### src/rtl/sweep_pkg.sv
// Shared definitions for the exhaustive-sweep checker: FSM state codes and vector ordering.
// Latency: none (constants and a pure function only).
// Backpressure: not applicable.
package sweep_pkg;

  // FSM state codes
  localparam logic [1:0] ST_IDLE = 2'd0;
  localparam logic [1:0] ST_RUN  = 2'd1;
  localparam logic [1:0] ST_DONE = 2'd2;

  // Binary-reflected Gray code of a sweep index (wide enough for N_IN up to 8)
  function automatic logic [7:0] gray_of(input logic [7:0] idx);
    return idx ^ (idx >> 1);
  endfunction

endpackage

### src/rtl/sweep_index_gen.sv
// Walks the sweep index, holds each vector for DWELL clocks, flags the sample edge and the last vector.
// Latency: vec updates on the same edge as the sample of the previous vector (no gap cycles).
// Backpressure: none; advances every clock while run_i is high, clear_i restarts from vector 0.
module sweep_index_gen
  import sweep_pkg::*;
#(
  parameter int N_IN  = 4,
  parameter int DWELL = 20,
  parameter int GRAY  = 0
) (
  input  logic            clk,
  input  logic            rst_n,
  input  logic            clear_i,
  input  logic            run_i,
  output logic [N_IN-1:0] vec_o,
  output logic            sample_en_o,
  output logic            last_o
);

  localparam int               DW        = (DWELL > 1) ? $clog2(DWELL) : 1;
  localparam logic [DW-1:0]    DWELL_MAX = DW'(DWELL - 1);
  localparam logic [N_IN:0]    IDX_LAST  = (N_IN + 1)'((1 << N_IN) - 1);

  logic [N_IN:0]   idx_q, idx_d, idx_inc;
  logic [DW-1:0]   dwell_q, dwell_d;
  logic [N_IN-1:0] vec_q, vec_d, vec_nxt;

  assign sample_en_o = run_i && (dwell_q == DWELL_MAX);
  assign last_o      = (idx_q == IDX_LAST);
  assign vec_o       = vec_q;

  // Next-state for the index/dwell counters and the applied vector
  always_comb begin
    idx_d   = idx_q;
    dwell_d = dwell_q;
    vec_d   = vec_q;
    idx_inc = idx_q + 1'b1;
    if (GRAY != 0) vec_nxt = N_IN'(gray_of(8'(idx_inc[N_IN-1:0])));
    else           vec_nxt = idx_inc[N_IN-1:0];

    if (clear_i) begin
      idx_d   = '0;
      dwell_d = '0;
      vec_d   = '0;
    end else if (run_i) begin
      if (dwell_q == DWELL_MAX) begin
        dwell_d = '0;
        idx_d   = idx_inc;
        // The last vector stays on the bus after the sweep ends.
        if (!last_o) vec_d = vec_nxt;
      end else begin
        dwell_d = dwell_q + 1'b1;
      end
    end
  end

  // Counter and vector registers
  always_ff @(posedge clk or negedge rst_n) begin
    if (!rst_n) begin
      idx_q   <= '0;
      dwell_q <= '0;
      vec_q   <= '0;
    end else begin
      idx_q   <= idx_d;
      dwell_q <= dwell_d;
      vec_q   <= vec_d;
    end
  end

endmodule

### config.mk
export PLATFORM = sky130hd
export DESIGN_NAME = sweep_index_gen
export DESIGN_NICKNAME = d
export VERILOG_FILES = /design/src/rtl/sweep_pkg.sv /design/src/rtl/sweep_index_gen.sv
export SDC_FILE = /design/constraint.sdc
export NUM_CORES = 1
export LEC_CHECK = 0
export BUFFER_PORTS_ARGS = -buffer_cell sky130_fd_sc_hd__buf_2
export CAP_MARGIN = 5
export CORE_MARGIN = 1.5
export CORE_UTILIZATION = 48
export CTS_CLUSTER_SIZE = 16
export DETAILED_ROUTE_END_ITERATION = 10
export PLACE_DENSITY = 0.8
export SYNTH_ARGS = -nofsm -noshare
export SYNTH_HDL_FRONTEND = slang
export SYNTH_SLANG_ARGS = --single-unit
### constraint.sdc
create_clock -name clk -period 1.8 [get_ports clk]
set_clock_uncertainty 0.15 [all_clocks]
set_input_delay 0.09 -clock clk [delete_from_list [all_inputs] [get_ports clk]]
set_output_delay 0.09 -clock clk [all_outputs]
set_load 0.005 [all_outputs]
==> results of run 1 <==
## metal layers
metal | vias up | routed length [microns]
met1 | 308 | 736
met5 | - | 0
met3 | 4 | 58
li1 | 306 | -
met4 | 0 | 24
met2 | 16 | 737
## cells in the final DEF, fill, tap and decap left out
master,instances
nand2b_4,1
and4bb_2,1
nor2_4,1
a211oi_1,1
a31o_2,1
inv_1,3
nor2b_1,1
o31ai_1,1
clkbuf_4,3
xor2_1,2
xnor2_1,1
nand3_1,4
and2b_1,1
and4b_1,1
nand4_1,1
dlygate4sd3_1,2
and3_1,1
buf_2,9
a21oi_1,12
nor2_1,2
a311oi_1,3
buf_4,4
or4_1,1
ha_2,3
o21ai_0,6
dfrtp_1,14
or3_1,4
nand4bb_1,1
nor2b_2,1
nand2_1,4
## what timing repair did
action / CTS / global route
setup endpoints to repair: 0 / 5
endpoints found under the hold margin: 15 / 0
gates resized for setup: 0 / 7
hold buffers: 2 / 0
## per-stage QoR
step | power (mW) | instance area (sq um) | setup WS, ns
after CTS | 0.537 | 853 | 0.0152
after global placement | 0.358 | 811 | 0.114
after floorplan | 0.343 | 736 | 0.0245
after detailed placement | 0.358 | 811 | 0.0561
after global routing | 0.558 | 878 | 0.0201
final | 0.533 | 878 | 0.0872
## logic make-up after synthesis
group,share of synthesized area
adder cells (fa/ha/maj),0.0510
buffers and inverters,0.0408
AND/OR/NAND/NOR,0.206
flip-flops,0.476
AO/OA/AOI/OAI,0.190
XOR/XNOR,0.0357
## sequential cells by signal, summed over array words and instances (netlist names)
signal	cells
dwell_q	5
vec_o	4
idx_q	5
## power groups by stage
| stage | clock network [mW] | logic [mW] | registers [mW] |
|---|---|---|---|
| 4_1_cts | 0.182 | 0.0350 | 0.321 |
| 6_report | 0.174 | 0.0373 | 0.321 |
| 2_1_floorplan | 0 | 0.0169 | 0.326 |
| 3_3_place_gp | 0 | 0.0314 | 0.327 |
| 5_1_grt | 0.194 | 0.0426 | 0.322 |
| 3_5_place_dp | 0 | 0.0315 | 0.327 |
## worst min-delay path by stage
stage | depth (start not counted) | end | start | slack, ns
2_1_floorplan | 0 | dwell_q[0] | rst_n | -0.36
3_3_place_gp | 1 | dwell_q[0] | rst_n | -0.15
3_5_place_dp | 1 | dwell_q[0] | rst_n | -0.15
4_1_cts | 2 | dwell_q[4] | clear_i | 0.009
5_1_grt | 2 | dwell_q[3] | clear_i | 0.02
6_report | 2 | dwell_q[3] | clear_i | 0.02
## cell type report
class                   instances  area, sq um
repair buffers                 15         95.1
fillers                       116          488
inverters                       3         11.3
flip-flops and latches         14          350
multi-input cells              55          380
well taps                      15         18.8
clock buffers                   3         22.5
## worst max-delay path, cell delays in order, from the launching register on
cell      delay (ns)
dfrtp_1         0.40
ha_2            0.19
and3_1          0.15
ha_2            0.18
nand2b_4        0.14
or3_1           0.30
a21oi_1         0.13
==> flow_metrics.tcl, run 1 <==
set metrics [dict create \
    area_growth_pct 19.4 \
    drt-pass1-iter-count 4 \
    ant_nets 0 \
    intPower_uw 408 \
    clock_latency_ns 0.28 \
    cts_buffers 3 \
    vias 634 \
    drt-total-wl_microns 1560 \
    core_sq_um 1370 \
    initial_core_util 0.538 \
    use_met3 0.0388 \
    worstPathRequired_ns 1.85 \
    grt_usage 0.198 \
    gp_congestion 0.758 \
    clockPowerShare 0.328 \
    vdd_drop_max_mv 0.398 \
    htree_levels 1 \
    grt_util_met1 0.252 \
    syn-mean-instance-area_sq_um 9.68 \
    die_area_sq_um 1780 \
    timing.fmax_mhz 584 \
    drc_errors 0 \
    grt_antenna_before_repair 0 \
    grt-ovfl-total 0 \
    ff2ff_setup_slack_ns 0.09 \
    async_reset_ff_frac 1.00 \
    hold_violations 0 \
    hold_path.class "primary input to flop" \
    cp-startpoint "idx_q[1]" \
    clk_pin_slew_ns 0.08 \
    yosysTopAreaCell "dfrtp_1" \
    syn_area_sq_um 736 \
    period_minus_slack_ns 1.71 \
    seqPwrFrac 0.602 \
    syn_inst 76 \
    syn_nets 83 \
    synth_warnings 0 \
    yosys.cell_types.count 26 \
    critPathKind "flop to flop" \
    cts-root-buf "clkbuf_4" \
    fp.dieH_microns 42.2 \
    first_iter_violations 12 \
    dpl.cell_count 100 \
    grt_max_degree 16 \
    drt-vias-per-instance 6.04 \
    antenna_cells 0 \
    synth.top_cells.by_area "dfrtp_1 (48%), a21oi_1 (8.2%), ha_1 (5.1%)" \
    utilization 0.643 \
    powerDensity_nw_per_um2 606 \
    port_buffers 9 \
    rsz0062_at_grt "false" \
    worstRegToRegCells 6 \
    yosys-top-cells-count "dfrtp_1 (14), a21oi_1 (12), o21ai_0 (6)" \
    ys_seq_area_frac 0.476 \
    grt_pass1_vias 594 \
    clockBufferDepth 2 \
    endpoint_kind "flop" \
    cts_tree "done" \
    place_hpwl_microns 1030 \
    path_max_fanout 3 \
    slew_viol_final 0 \
    finalCritPeriodShare 0.952 \
    yosys_register_bits 14 \
    synth_enable_flop_cells 0 \
    postCtsSetupBuffers 0 \
    status "finished clean" \
    start_kind "flop" \
    combPwrFrac 0.070 \
    synthFlopType "dfrtp_1" \
    switching_power_uw 124 \
    tns_ns 0 \
    routedWlPerCell_microns 14.8 \
    maxSlewHeadroom 0.788 \
    endpoint "vec_o[0]" \
    top_usage_layer "met2" \
    clkSinkCount 14 \
    critPathArrivalTime_ns 1.76 \
    synth_most_common_cell "dfrtp_1" \
    layout.nets 99 \
    synth_top_area_share 0.476 \
    setup_viol 0 \
    final_cells 105 \
    worst_hold_slack_ns 0.0170 \
    leakagePower_nw 0.388 \
    gr-usage-met2 0.322 \
    ios 10 \
    r2r-end "vec_o[0]" \
    p_sw_frac 0.234 \
    crit-reg2reg-launch "idx_q[1]" \
    worstMarginPinSlew_ns 0.318 \
    drive_gt1_frac 0.267 \
    die_x_microns 42.2 \
    grt_pass1_wl_microns 2660 \
    rows 13 \
    drv_cap 0 \
]
Note: power is estimated with default switching activity, not from simulation.
==> run 2: changes to the inputs <==
--- a/config.mk
+++ b/config.mk
@@ -5,13 +5,14 @@
 export SDC_FILE = /design/constraint.sdc
 export NUM_CORES = 1
 export LEC_CHECK = 0
+export ABC_AREA = 1
 export BUFFER_PORTS_ARGS = -buffer_cell sky130_fd_sc_hd__buf_2
 export CAP_MARGIN = 5
 export CORE_MARGIN = 1.5
-export CORE_UTILIZATION = 48
+export CORE_UTILIZATION = 49
 export CTS_CLUSTER_SIZE = 16
 export DETAILED_ROUTE_END_ITERATION = 10
-export PLACE_DENSITY = 0.8
+export PLACE_DENSITY = 0.81
 export SYNTH_ARGS = -nofsm -noshare
 export SYNTH_HDL_FRONTEND = slang
 export SYNTH_SLANG_ARGS = --single-unit
==> run 2 against run 1 <==
Against the previous run: via count is 0.95% higher; clock-buffer cell count is 1 higher; non-clock buffer count is 5 lower; register-to-register slack better by 0.10 ns; critical endpoint is now sample_en_o; largest power group unchanged; highest routed layer unchanged.
==> flow_metrics.tcl, run 2 <==
set metrics [dict create \
    grt_antenna_before_repair 0 \
    htree_levels 1 \
    endpoint_kind "primary output" \
    worstRegToRegCells 9 \
    slew_viol_final 0 \
    grt_usage 0.197 \
    drive_gt1_frac 0.210 \
    layout_commonest_cell "nand2_1" \
    vdd_drop_max_mv 0.498 \
    critPathArrivalTime_ns 1.39 \
    first_iter_violations 12 \
    hold_violations 0 \
    syn_nets 99 \
    clkSinkCount 14 \
    yosys_register_bits 14 \
    synth_top_area_share 0.456 \
    async_reset_ff_frac 1.00 \
    setup_viol 0 \
    setup_slack_ns 0.175 \
    drt-vias-per-instance 5.29 \
    grt-ovfl-total 0 \
    cp_cell_sequence "ha_1, nand2_1, inv_2, nand3_4, inv_2, buf_2" \
    ff2ff_setup_slack_ns 0.19 \
    layout.nets 113 \
    rows 14 \
    syn_area_sq_um 768 \
    post_cts_resized 0 \
    clock_latency_ns 0.29 \
    hold_end "idx_q[4]" \
    cp_num_buf_inv 3 \
    crit-reg2reg-launch "idx_q[0]" \
    synth_warnings 0 \
    synth-xor-area-share 0.0228 \
    synthMuxAreaShare 0 \
    synth_compound_area_frac 0.0537 \
    syn-mean-instance-area_sq_um 8.35 \
    syn_inst 92 \
    timing.fmax_mhz 615 \
    drc_errors 0 \
    pre_cts_ws_ns 0.204 \
    start_kind "flop" \
    yosys-top-cells-count "nand2_1 (30), dfrtp_1 (14), nand3_1 (12)" \
    fp.dieH_microns 42.6 \
    port_buffers 9 \
    cpPeakStageDelay_ns 0.41 \
    ant_nets 0 \
    grt_pass1_wl_microns 2650 \
    path_common_cell "inv_2" \
    status "finished clean" \
    worstHoldStart "clear_i" \
    synth_most_common_cell "nand2_1" \
    ios 10 \
    place_hpwl_microns 1110 \
    antenna_cells 0 \
    routedWlPerCell_microns 12.0 \
    synth.top_cells.by_area "dfrtp_1 (46%), nand2_1 (15%), nand3_1 (7.8%)" \
    yosys.cell_types.count 21 \
    mostFrequentLayoutCells "nand2_1 (30), dfrtp_1 (14), nand3_1 (12), nor2_1 (9), buf_2 (9)" \
    vias 640 \
    area_growth_pct 13.0 \
    r2r-end "vec_o[2]" \
    synthAdderAreaFrac 0.0489 \
    synthFlopType "dfrtp_1" \
    clk_pin_slew_ns 0.08 \
    gp_congestion 0.796 \
    ys_seq_area_frac 0.456 \
    drv_cap 0 \
    synth_enable_flop_cells 0 \
    synth_top_family_by_area "simple AND/OR/NAND/NOR gates" \
    holdPathStages 4 \
    grt_pass1_vias 591 \
    cts_tree "done" \
    synth-simple-area-share 0.365 \
    period_minus_slack_ns 1.63 \
    cts_buffers 3 \
    die_area_sq_um 1810 \
    clockBufferDepth 2 \
    powerDensity_nw_per_um2 774 \
    core_sq_um 1490 \
    cp_top_family "flip-flops" \
    drt-pass1-iter-count 4 \
    maxSlewHeadroom 0.782 \
    path_max_fanout 7 \
    yosysTopAreaCell "dfrtp_1" \
    finalCritPeriodShare 0.903 \
    tns_ns 0 \
    critPathKind "flop to primary output" \
    crit_path_top_delay_cell "dfrtp_1" \
    worstPathRequired_ns 1.56 \
    worstMarginPinSlew_ns 0.327 \
    rsz0062_at_grt "false" \
    die_x_microns 42.6 \
    grt_max_degree 16 \
    cts-root-buf "clkbuf_4" \
    initial_core_util 0.516 \
    leakagePower_nw 0.466 \
    hold_path.class "primary input to flop" \
    drt-total-wl_microns 1450 \
]
==> run 2: cell types whose count changed after synthesis, moves of 4 or more <==
cell / before / now
a21oi_1: 12 / 1
nand2_1: 4 / 30
nand3_1: 4 / 12
nor2_1: 3 / 9
or3_1: 4 / 0
==> run 2: where the power goes <==
part           internal (mW)  switching (mW)
Combinational         0.0321          0.0479
Clock                  0.123           0.108
Sequential             0.335          0.0262
Total                  0.490           0.182
==> run 2: final cells by class <==
cell class	instances	area [sq um]
multi-input cells	69	377
well taps	16	20.0
inverters	8	30.0
flip-flops and latches	14	350
repair buffers	10	55.1
clock buffers	4	36.3
fillers	121	621
==> run 2: worst max-delay path by stage <==
stage | start | end | slack, ns | cells past startpoint
final | dwell_q[0] | sample_en_o | 0.17 | 6
after global routing | dwell_q[0] | sample_en_o | 0.06 | 6
after CTS | dwell_q[0] | sample_en_o | 0.17 | 6
after detailed placement | idx_q[0] | vec_o[2] | 0.20 | 9
after global placement | idx_q[0] | vec_o[0] | 0.27 | 9
after floorplan | idx_q[0] | vec_o[0] | 0.29 | 9
==> run 2: cell families after synthesis <==
logic type,after synthesis
AOI/OAI and AO/OA,7
and+or+nand+nor,57
DFF,14
adders and majority gates,3
xor gates and xnor gates,2
buffers and inverters,9
==> run 2: metal layers <==
metal / part of all wire / up-vias / track usage
met5: 0 / - / 0
met4: 0.023 / 0 / 0.113
met3: 0.017 / 5 / 0.0259
met2: 0.49 / 8 / 0.308
met1: 0.47 / 305 / 0.262
li1: - / 322 / -
==> run 2: per-stage QoR <==
stage | cells | util | hold slack [ns] | power [mW] | cell area (sq um)
floorplan | 92 | - | -0.356 | 0.418 | 768
global placement | 116 | 0.552 | -0.148 | 0.441 | 822
detailed placement | 116 | 0.552 | -0.143 | 0.446 | 822
CTS | 121 | 0.583 | 0.00634 | 0.675 | 868
global route | 121 | 0.583 | 0.0398 | 0.704 | 868
finish | 121 | 0.583 | 0.0106 | 0.672 | 868
==> run 2: worst reg2reg max path: cells and delay by family, from the launching register on <==
family        cells  cell delay (ns)
simple gates      6             0.51
fa+ha+maj         2             0.41
flops             1             0.41
buf+inv           1             0.10
==> run 2: repair_timing <==
action	CTS	global route
hold buffers	1	0
setup buffers	0	0
endpoints found under the hold margin	14	0
endpoints found under the setup margin	0	0
==> run 3: changes to the inputs <==
--- a/config.mk
+++ b/config.mk
@@ -13,6 +13,7 @@
 export CTS_CLUSTER_SIZE = 16
 export DETAILED_ROUTE_END_ITERATION = 10
 export PLACE_DENSITY = 0.81
+export REMOVE_ABC_BUFFERS = 1
 export SYNTH_ARGS = -nofsm -noshare
 export SYNTH_HDL_FRONTEND = slang
 export SYNTH_SLANG_ARGS = --single-unit
==> run 3 against run 2 <==
Against the previous run: non-clock buffer count unchanged; global-route usage decreased by 1.4 points; sequential power about the same; setup slack got worse by 0.00072 ns; critical endpoint unchanged; critical path depth unchanged; wire length decreased by 4.0%; largest power group unchanged; clock power decreased by 26%; final area decreased by 1.6%; fmax about the same; utilization decreased by 0.92 points.
==> flow_metrics.tcl, run 3 (same netlist as run 2, synthesis figures left out) <==
set metrics [dict create \
    htree_levels 1 \
    drt-vias-per-instance 5.23 \
    cts_tree "done" \
    pre_cts_ws_ns 0.219 \
    status "finished clean" \
    holdBufCountCts 1 \
    fp.dieH_microns 42.6 \
    area_growth_pct 11.2 \
    gp_congestion 0.824 \
    start_kind "flop" \
    worstPathRequired_ns 1.56 \
    place_hpwl_microns 1070 \
    drv_cap 0 \
    intPower_uw 445 \
    hold_path.class "primary input to flop" \
    period_minus_slack_ns 1.63 \
    grt_pass1_wl_microns 2440 \
    clkSinkCount 14 \
    layout_commonest_cell "nand2_1" \
    timing.fmax_mhz 615 \
    initial_core_util 0.516 \
    seqPwrFrac 0.589 \
    combPwrFrac 0.130 \
    vdd_drop_max_mv 0.513 \
    first_iter_violations 8 \
    routedWlPerCell_microns 11.6 \
    core_sq_um 1490 \
    switching_power_uw 166 \
    rsz0062_at_grt "false" \
    grt_pass1_vias 581 \
    drive_gt1_frac 0.202 \
    holdPathStages 4 \
    finalCritPeriodShare 0.903 \
    critPathKind "flop to primary output" \
    setup_viol 0 \
    drc_errors 0 \
    clockPowerShare 0.281 \
    maxSlewHeadroom 0.794 \
    worstMarginPinSlew_ns 0.310 \
    grt_usage 0.184 \
    p_sw_frac 0.272 \
    antenna_cells 0 \
    endpoint_kind "primary output" \
    clockBufferDepth 2 \
    vias 628 \
    dpl-instance-area_sq_um 822 \
    port_buffers 9 \
    cts-root-buf "clkbuf_4" \
    grt-ovfl-total 0 \
    path_max_fanout 7 \
    critPathArrivalTime_ns 1.39 \
    hold_violations 0 \
    leakagePower_nw 0.459 \
    stdcell_area_sq_um 855 \
    layout.nets 113 \
    grt_antenna_before_repair 0 \
    slew_viol_final 0 \
    dpl.cell_count 116 \
    postCtsSetupBuffers 0 \
    die_area_sq_um 1810 \
    worstRegToRegCells 9 \
    post_cts_resized 0 \
    ios 10 \
    powerDensity_nw_per_um2 715 \
    clk_pin_slew_ns 0.08 \
    drt-pass1-iter-count 4 \
    setup_slack_ns 0.174 \
    ant_nets 0 \
    cts_buffers 3 \
    drt-total-wl_microns 1400 \
    final_cells 120 \
    mostFrequentLayoutCells "nand2_1 (30), dfrtp_1 (14), nand3_1 (12), nor2_1 (9), buf_2 (9)" \
    clock_latency_ns 0.27 \
    rows 14 \
    grt_max_degree 16 \
    tns_ns 0 \
    die_x_microns 42.6 \
]
run 3: cell count changes in the layout (fill, tap and decap cells not counted):
cell	delta
clkbuf_8	-1
run 3: critical path, cell delays in order (launching register included):
cell and delay (ns):
dfrtp_1 0.41, ha_1 0.21, nand2_1 0.07, inv_2 0.10, nand3_4 0.13, inv_2 0.08, buf_2 0.11
run 3: metal layers:
metal  track usage  routed length, microns  vias up
met5             0                       0        -
met4        0.0750                      19        0
met2         0.314                     674       15
li1              -                       -      321
met3        0.0302                      60        4
met1         0.229                     641      288
run 3: through the flow:
stage	utilization	hold slack [ns]	power (mW)
finish	0.574	0.000836	0.611
global route	0.574	0.0401	0.648
CTS	0.574	0.00572	0.613
detailed placement	0.552	-0.142	0.446
global placement	0.552	-0.150	0.442
floorplan	-	-0.356	0.415
run 3: area by class of cell:
cell class                 count  area, sq um
inverter                       8         30.0
fill                         129          634
clock buffer                   3         22.5
tap                           16         20.0
sequential                    14          350
multi-input combinational     69          377
timing repair buffer          10         55.1
run 3: worst paths after layout:
kind,startpoint,to,slack [ns]
setup / recovery,dwell_q[0],sample_en_o,0.17
hold / removal,clear_i,idx_q[4],0.0008
setup reg to reg,idx_q[0],vec_o[3],0.20
hold reg to reg,vec_o[3],vec_o[3],0.37
max in group asynchronous,rst_n,idx_q[0],1.19
min in group asynchronous,rst_n,dwell_q[1],0.08
run 3: power by group through the flow:
stage	combinational (mW)	clock [mW]	sequential [mW]
2_1_floorplan	0.0533	0	0.362
3_3_place_gp	0.0756	0	0.366
3_5_place_dp	0.0796	0	0.366
4_1_cts	0.0806	0.172	0.360
5_1_grt	0.0928	0.190	0.365
6_report	0.0793	0.172	0.360
